--- src/rtl/stack_arbiter_if.sv ---
// Requester-side bus of the stack arbiter: per-requester push/pop requests, the
// one-hot grant, and the registered pop response.
interface stack_arbiter_if #(
   parameter int DATA = 64,
   parameter int REQ  = 4,
   parameter int IDW  = $clog2(REQ)
);
   logic [REQ-1:0]      req_push;
   logic [REQ-1:0]      req_pop;
   logic [REQ*DATA-1:0] req_wd;
   logic [REQ-1:0]      req_gnt;
   logic                resp_valid;
   logic [IDW-1:0]      resp_id;
   logic [DATA-1:0]     resp_data;
   logic                resp_err;

   modport master (
      output req_push, req_pop, req_wd,
      input  req_gnt, resp_valid, resp_id, resp_data, resp_err
   );

   modport slave (
      input  req_push, req_pop, req_wd,
      output req_gnt, resp_valid, resp_id, resp_data, resp_err
   );
endinterface

--- src/rtl/stack_arbiter.sv ---
// Round-robin arbiter sharing one single-push/single-pop LIFO among REQ clients;
// tracks occupancy locally and returns popped data one cycle after the grant.
module stack_arbiter #(
   parameter int DATA  = 64,
   parameter int DEPTH = 8,
   parameter int REQ   = 4,
   parameter int IDW   = $clog2(REQ),
   parameter int CW    = $clog2(DEPTH+1)
) (
   input  logic            clk,
   input  logic            reset,
   input  logic            flush,
   stack_arbiter_if.slave  bus,
   output logic [CW-1:0]   occ,
   output logic            stk_flush_,
   output logic            stk_push_,
   output logic [DATA-1:0] stk_wd,
   output logic            stk_pop_,
   input  logic [DATA-1:0] stk_rd,
   input  logic            stk_v,
   input  logic            stk_busy
);

   logic [CW-1:0]   r_occ;
   logic [IDW-1:0]  r_rr_ptr;
   logic            r_vld_p1;
   logic [IDW-1:0]  r_id_p1;
   logic [DATA-1:0] r_data_p1;
   logic            r_err_p1;

   logic [DATA-1:0] w_wd [REQ];
   logic [REQ-1:0]  w_elig;
   logic            w_can_push;
   logic            w_found;
   logic            w_gnt;
   logic            w_is_push;
   logic            w_pop_ok;
   logic [IDW-1:0]  w_idx;
   logic [IDW-1:0]  w_rr_next;

   assign w_can_push = (r_occ < CW'(DEPTH)) && !stk_busy;

   // A requester asserting both push and pop is treated as a push this round.
   genvar g;
   generate
      for (g = 0; g < REQ; g++) begin : g_req
         assign w_wd[g]   = bus.req_wd[g*DATA +: DATA];
         assign w_elig[g] = bus.req_push[g] ? w_can_push : bus.req_pop[g];
      end
   endgenerate

   always_comb begin
      int             c;
      logic [IDW-1:0] cand;
      w_found = 1'b0;
      w_idx   = '0;
      c       = 0;
      cand    = '0;
      for (int k = 0; k < REQ; k++) begin
         c = int'(r_rr_ptr) + k;
         if (c >= REQ) c = c - REQ;
         cand = IDW'(c);
         if (!w_found && w_elig[cand]) begin
            w_found = 1'b1;
            w_idx   = cand;
         end
      end
   end

   assign w_gnt     = w_found && !reset && !flush;
   assign w_is_push = bus.req_push[w_idx];
   assign w_pop_ok  = (r_occ != '0);
   assign w_rr_next = (w_idx == IDW'(REQ-1)) ? '0 : w_idx + 1'b1;

   assign bus.req_gnt = w_gnt ? (REQ'(1) << w_idx) : '0;
   assign stk_push_   = !(w_gnt && w_is_push);
   assign stk_pop_    = !(w_gnt && !w_is_push && w_pop_ok);
   assign stk_flush_  = !(flush && !reset);
   assign stk_wd      = w_wd[w_idx];

   // p0 -> p1: grant cycle to registered pop response
   always_ff @(posedge clk) begin
      if (reset) begin
         r_occ     <= '0;
         r_rr_ptr  <= '0;
         r_vld_p1  <= 1'b0;
         r_id_p1   <= '0;
         r_data_p1 <= '0;
         r_err_p1  <= 1'b0;
      end else if (flush) begin
         r_occ    <= '0;
         r_vld_p1 <= 1'b0;
      end else begin
         r_vld_p1 <= 1'b0;
         if (w_gnt) begin
            r_rr_ptr <= w_rr_next;
            if (w_is_push) begin
               r_occ <= r_occ + 1'b1;
            end else begin
               r_vld_p1 <= 1'b1;
               r_id_p1  <= w_idx;
               // Underflowing pops still answer, so the requester is released.
               if (w_pop_ok) begin
                  r_occ     <= r_occ - 1'b1;
                  r_data_p1 <= stk_rd;
                  r_err_p1  <= ~stk_v;
               end else begin
                  r_data_p1 <= '0;
                  r_err_p1  <= 1'b1;
               end
            end
         end
      end
   end

   assign occ            = r_occ;
   assign bus.resp_valid = r_vld_p1;
   assign bus.resp_id    = r_id_p1;
   assign bus.resp_data  = r_data_p1;
   assign bus.resp_err   = r_err_p1;

endmodule

--- src/flat_wrapper.sv ---
// flat-port wrapper written by rule: the top's interface ports become plain ports
module stack_arbiter_flat 
#(
   parameter int DATA  = 64,
   parameter int DEPTH = 8,
   parameter int REQ   = 4,
   parameter int IDW   = $clog2(REQ),
   parameter int CW    = $clog2(DEPTH+1)
)
  (clk, reset, flush, occ, stk_flush_, stk_push_, stk_wd, stk_pop_, stk_rd, stk_v, stk_busy, bus_req_push, bus_req_pop, bus_req_wd, bus_req_gnt, bus_resp_valid, bus_resp_id, bus_resp_data, bus_resp_err);
  stack_arbiter_if #(.DATA(DATA), .REQ(REQ), .IDW(IDW)) bus_i ();
  input  logic clk;
  input  logic reset;
  input  logic flush;
  output logic [CW-1:0] occ;
  output logic stk_flush_;
  output logic stk_push_;
  output logic [DATA-1:0] stk_wd;
  output logic stk_pop_;
  input  logic [DATA-1:0] stk_rd;
  input  logic stk_v;
  input  logic stk_busy;
  input wire logic [$bits(bus_i.req_push)-1:0] bus_req_push;
  input wire logic [$bits(bus_i.req_pop)-1:0] bus_req_pop;
  input wire logic [$bits(bus_i.req_wd)-1:0] bus_req_wd;
  output wire logic [$bits(bus_i.req_gnt)-1:0] bus_req_gnt;
  output wire logic [$bits(bus_i.resp_valid)-1:0] bus_resp_valid;
  output wire logic [$bits(bus_i.resp_id)-1:0] bus_resp_id;
  output wire logic [$bits(bus_i.resp_data)-1:0] bus_resp_data;
  output wire logic [$bits(bus_i.resp_err)-1:0] bus_resp_err;
  assign bus_i.req_push = bus_req_push;
  assign bus_i.req_pop = bus_req_pop;
  assign bus_i.req_wd = bus_req_wd;
  assign bus_req_gnt = bus_i.req_gnt;
  assign bus_resp_valid = bus_i.resp_valid;
  assign bus_resp_id = bus_i.resp_id;
  assign bus_resp_data = bus_i.resp_data;
  assign bus_resp_err = bus_i.resp_err;
  stack_arbiter #(.DATA(DATA), .DEPTH(DEPTH), .REQ(REQ), .IDW(IDW), .CW(CW)) u_core (.clk(clk), .reset(reset), .flush(flush), .bus(bus_i), .occ(occ), .stk_flush_(stk_flush_), .stk_push_(stk_push_), .stk_wd(stk_wd), .stk_pop_(stk_pop_), .stk_rd(stk_rd), .stk_v(stk_v), .stk_busy(stk_busy));
endmodule
--- config.mk ---
export PLATFORM = sky130hd
export DESIGN_NAME = stack_arbiter_flat
export DESIGN_NICKNAME = d
export VERILOG_FILES = /design/src/rtl/stack_arbiter_if.sv /design/src/rtl/stack_arbiter.sv /design/src/flat_wrapper.sv
export SDC_FILE = /design/constraint.sdc
export NUM_CORES = 1
export LEC_CHECK = 0
export CAP_MARGIN = 20
export CORE_AREA = 2 2 182 184
export CTS_BUF_LIST = sky130_fd_sc_hd__clkbuf_8 sky130_fd_sc_hd__clkbuf_16
export CTS_CLUSTER_DIAMETER = 30
export DETAILED_ROUTE_END_ITERATION = 7
export DIE_AREA = 0 0 184 186
export GPL_ROUTABILITY_DRIVEN = 0
export PLACE_DENSITY = 0.58
export SYNTH_ARGS = -nofsm -noshare
export SYNTH_HDL_FRONTEND = slang
export SYNTH_SLANG_ARGS = --single-unit
--- constraint.sdc ---
create_clock -name clk -period 7.1 [get_ports clk]
set_input_delay 2.13 -clock clk [delete_from_list [all_inputs] [get_ports clk]]
set_output_delay 2.13 -clock clk [all_outputs]
set_load 0.03 [all_outputs]
==> out/metrics.yaml <==
run_status:
  status: "finished, final reports clean"
timing:
  rsz0062_at_grt: "false"
  hold_slack_ns: 0.470
  relSlewSlack_pct: 42.9
  final.period_utilization_pct: 98.2
  slew_viol_final: 0
  finClkSkew_ns: 0.00797
  hold_viol_final: 0
  finalWorstSetupSlack_ns: 0.130
  tns_ns: 0
  fmax_ghz: 0.143
  setup_viol: 0
  tightest_slew_ns: 0.856
  period_minus_slack_ns: 6.97
logic_synthesis:
  ys.flop_type: "dfxtp_1"
  synthAdderAreaFrac_pct: 1.13
  synthCells: 703
  synth_compound_area_share_pct: 31.4
  synth-edff-count: 0
  synth_top_family_by_area: "compound AO/OA/AOI/OAI gates"
  yosys_warnings: 0
  synth_xor_xnor_area_share_pct: 0.159
  synth.distinct_cells: 53
  synth-simple-area-share_pct: 19.7
  yosysSeqAreaShare_pct: 26.9
  synth_area_per_cell_um2: 7.84
  syn_area_mm2: 0.00551
  async_reset_ff_share_pct: 0
  synthMuxAreaShare_pct: 13.5
  syn_nets: 1041
  synth-seq-cells: 74
setup_path:
  cp_slowest_cell: "clkdlybuf4s50_1"
  cp_num_cells: 8
  slowest_delay_ns: 0.69
  path_cells: "clkdlybuf4s50_1 -> or3b_4 -> a211o_1 -> o211a_2 -> nor2_4 -> a211oi_1 -> a21oi_1 -> clkdlybuf4s50_1"
  path_delay_family: "buffers and inverters"
  cp_num_buf_inv: 2
  crit_arrival_ns: 4.84
  endpoint_kind: "output pin"
  cp_max_fo: 7
  critPathKind: "primary input to output pin"
  cp_common_cell: "clkdlybuf4s50_1"
  start_kind: "primary input"
  cp.required_ns: 4.97
  ff2ff_path_depth: 13
clocking:
  hold_buffers: 0
  cts_tree: "built"
  cts_buffers: 9
  cts_root_buf: "clkbuf_16"
  clock_sinks: 74
  htreeDepth: 3
  clock_path_buffers: 2
  path_clk_slew_ns: 0.06
  clock_latency_ns: 0.34
hold_path:
  hold_class: "flip-flop to flip-flop"
  hold_depth: 2
detailed_routing:
  drtIter0Drc: 316
  first_pass_iters: 4
  viasPerCell: 4.69
  drtAntennaViolNets: 0
  finalWirelength_mm: 32.2
  drcViolationCount: 0
  vias: 7292
  wl_per_cell_um: 20.7
grt:
  grt.total_usage_pct: 17.4
  grt_pass1_wl_mm: 45.1
  grt_pass1_vias: 6940
  grt_max_degree: 73
  grt.overflow.total: 0
  antenna_found_initial: 7
power_and_ir_drop:
  totalPowerFinal_mw: 2.60
  ir_drop_mv: 0.141
  pwr-share-seq_pct: 16.8
  power.density_mw_per_mm2: 231
  p_sw_share_pct: 43.2
  p_comb_share_pct: 63.8
  p_clk_share_pct: 19.4
  p_switching_mw: 1.12
  cell_internal_pwr_mw: 1.48
  p_leak_nw: 3.99
placed_design:
  dp_cells: 1534
  hpwl_mm: 24.5
  port_buffers: 475
  preCtsSetupSlack_ns: 0.0463
layout:
  areaGrowthSynthToFinish_pct: 105
  fin_cells: 1555
  post_route_cells_drive_above_1_share_pct: 11.9
  nFillCells: 3308
  nets: 1477
  seq_area_mm2: 0.00148
  multi_input_area_mm2: 0.00367
floorplanning:
  start_util_pct: 17.1
  rows: 66
  core_area_mm2: 0.0322
  ios: 476
  dieArea_mm2: 0.0342
  die_h_um: 186
  die_x_um: 184
run:
  drv_cap: 0
==> layer usage <==
metal	vias up	part of all wire, %	GRT usage [%]
met2	285	48	29.3
li1	3539	-	-
met5	-	0.11	0
met3	26	8.9	5.63
met4	6	1.4	3.87
met1	3436	41	21.6
==> registers in the layout, summed over array words and instances, names as in the netlist <==
name	cells
u_core.bus.resp_data	64
u_core.occ	4
u_core.bus.resp_id	2
u_core.r_rr_ptr	2
u_core.bus.resp_err	1
u_core.bus.resp_valid	1
==> worst reg2reg max path, stage by stage (launching register included) <==
cell and delay [ns]:
dfxtp_1 0.43, or3b_4 0.50, a211o_1 0.29, o211a_2 0.28
nor2_4 0.23, buf_12 0.24, mux2i_4 0.33, xnor2_1 0.10
ha_1 0.22, nor2_1 0.13, o21ai_0 0.10, o22a_1 0.23
a221o_1 0.30, mux2i_1 0.11
==> final cells by class <==
cell class | instances | share of cell area [%]
diodes | 3 | 0.0665
multi-input cells | 544 | 32.5
well taps | 408 | 4.52
clock buffers | 9 | 2.00
repair buffers | 507 | 46.8
inverters | 3 | 0.0998
flip-flops and latches | 74 | 13.1
clock inverters | 7 | 0.887
==> synthesized netlist by cell type (all sizes together) (2+ instances only) <==
cell type  count  area [um2]
nor2           7        36.3
mux2i         70         717
mux2           2        30.0
dfxtp         74        1480
inv            3        11.3
nand3b         3        22.5
nand2b         4        25.0
o22a           2        17.5
nor2b         65         407
a31oi          2        12.5
or3b           3        28.8
nand2          8        30.0
clkbuf        55         206
o21ai         73         365
a211oi        65         488
ha             5        62.6
a41oi          2        17.5
nand4         65         407
nor3           4        20.0
nand3          4        20.0
a21oi        134         671
and3           5        31.3
a21o           2        15.0
buf           27         176
==> power groups by stage <==
stage	Clock (mW)	Sequential, mW	Combinational [mW]
2_1_floorplan	0	0.461	0.831
3_3_place_gp	0	0.445	1.64
3_5_place_dp	0	0.446	1.65
4_1_cts	0.523	0.437	1.65
5_1_grt	0.542	0.439	1.76
6_report	0.505	0.438	1.66
==> cell usage in the layout, fill, tap and decap left out, types with 7 or more instances in the layout <==
cell type          n
dfxtp_1           74
nand2_1            7
o21ai_0           47
nand4_1           65
mux2i_1           66
buf_4             62
clkdlybuf4s50_1  404
clkbuf_16         10
o21ai_1           26
nor2b_1           65
buf_12            32
a21oi_1          133
a211oi_1          65
==> metrics by stage <==
| stage | cell area (um2) | utilization [%] |
|---|---|---|
| after floorplan | 5510 | - |
| after global placement | 10900 | 33.8 |
| after detailed placement | 10900 | 33.8 |
| after CTS | 11200 | 34.8 |
| after global routing | 11300 | 35.0 |
| final | 11300 | 35.0 |
==> logic make-up (layout without fill, tap and decap cells) <==
kind of cell,after synthesis,count (layout)
DFF,74,74
muxes,72,72
AOI/OAI and AO/OA,292,292
other,0,3
buffers and inverters,85,526
adders and majority gates,5,5
xor gates and xnor gates,1,1
and+or+nand+nor,174,174
==> repair_timing <==
| item | in CTS | in global routing |
|---|---|---|
| setup buffers | 0 | 1 |
| setup endpoints to repair | 0 | 15 |
| gates resized for setup | 0 | 11 |
==> path summary, 6_finish.rpt <==
kind / from / to / slack [ns]
hold reg to reg: u_core.bus.resp_data[60] / u_core.bus.resp_data[60] / 0.47
setup reg to reg: u_core.occ[3] / u_core.occ[2] / 3.54
hold / removal: u_core.bus.resp_data[60] / u_core.bus.resp_data[60] / 0.47
setup / recovery: bus_req_push[2] / stk_wd[50] / 0.13
Note: power is estimated with default switching activity, not from simulation.
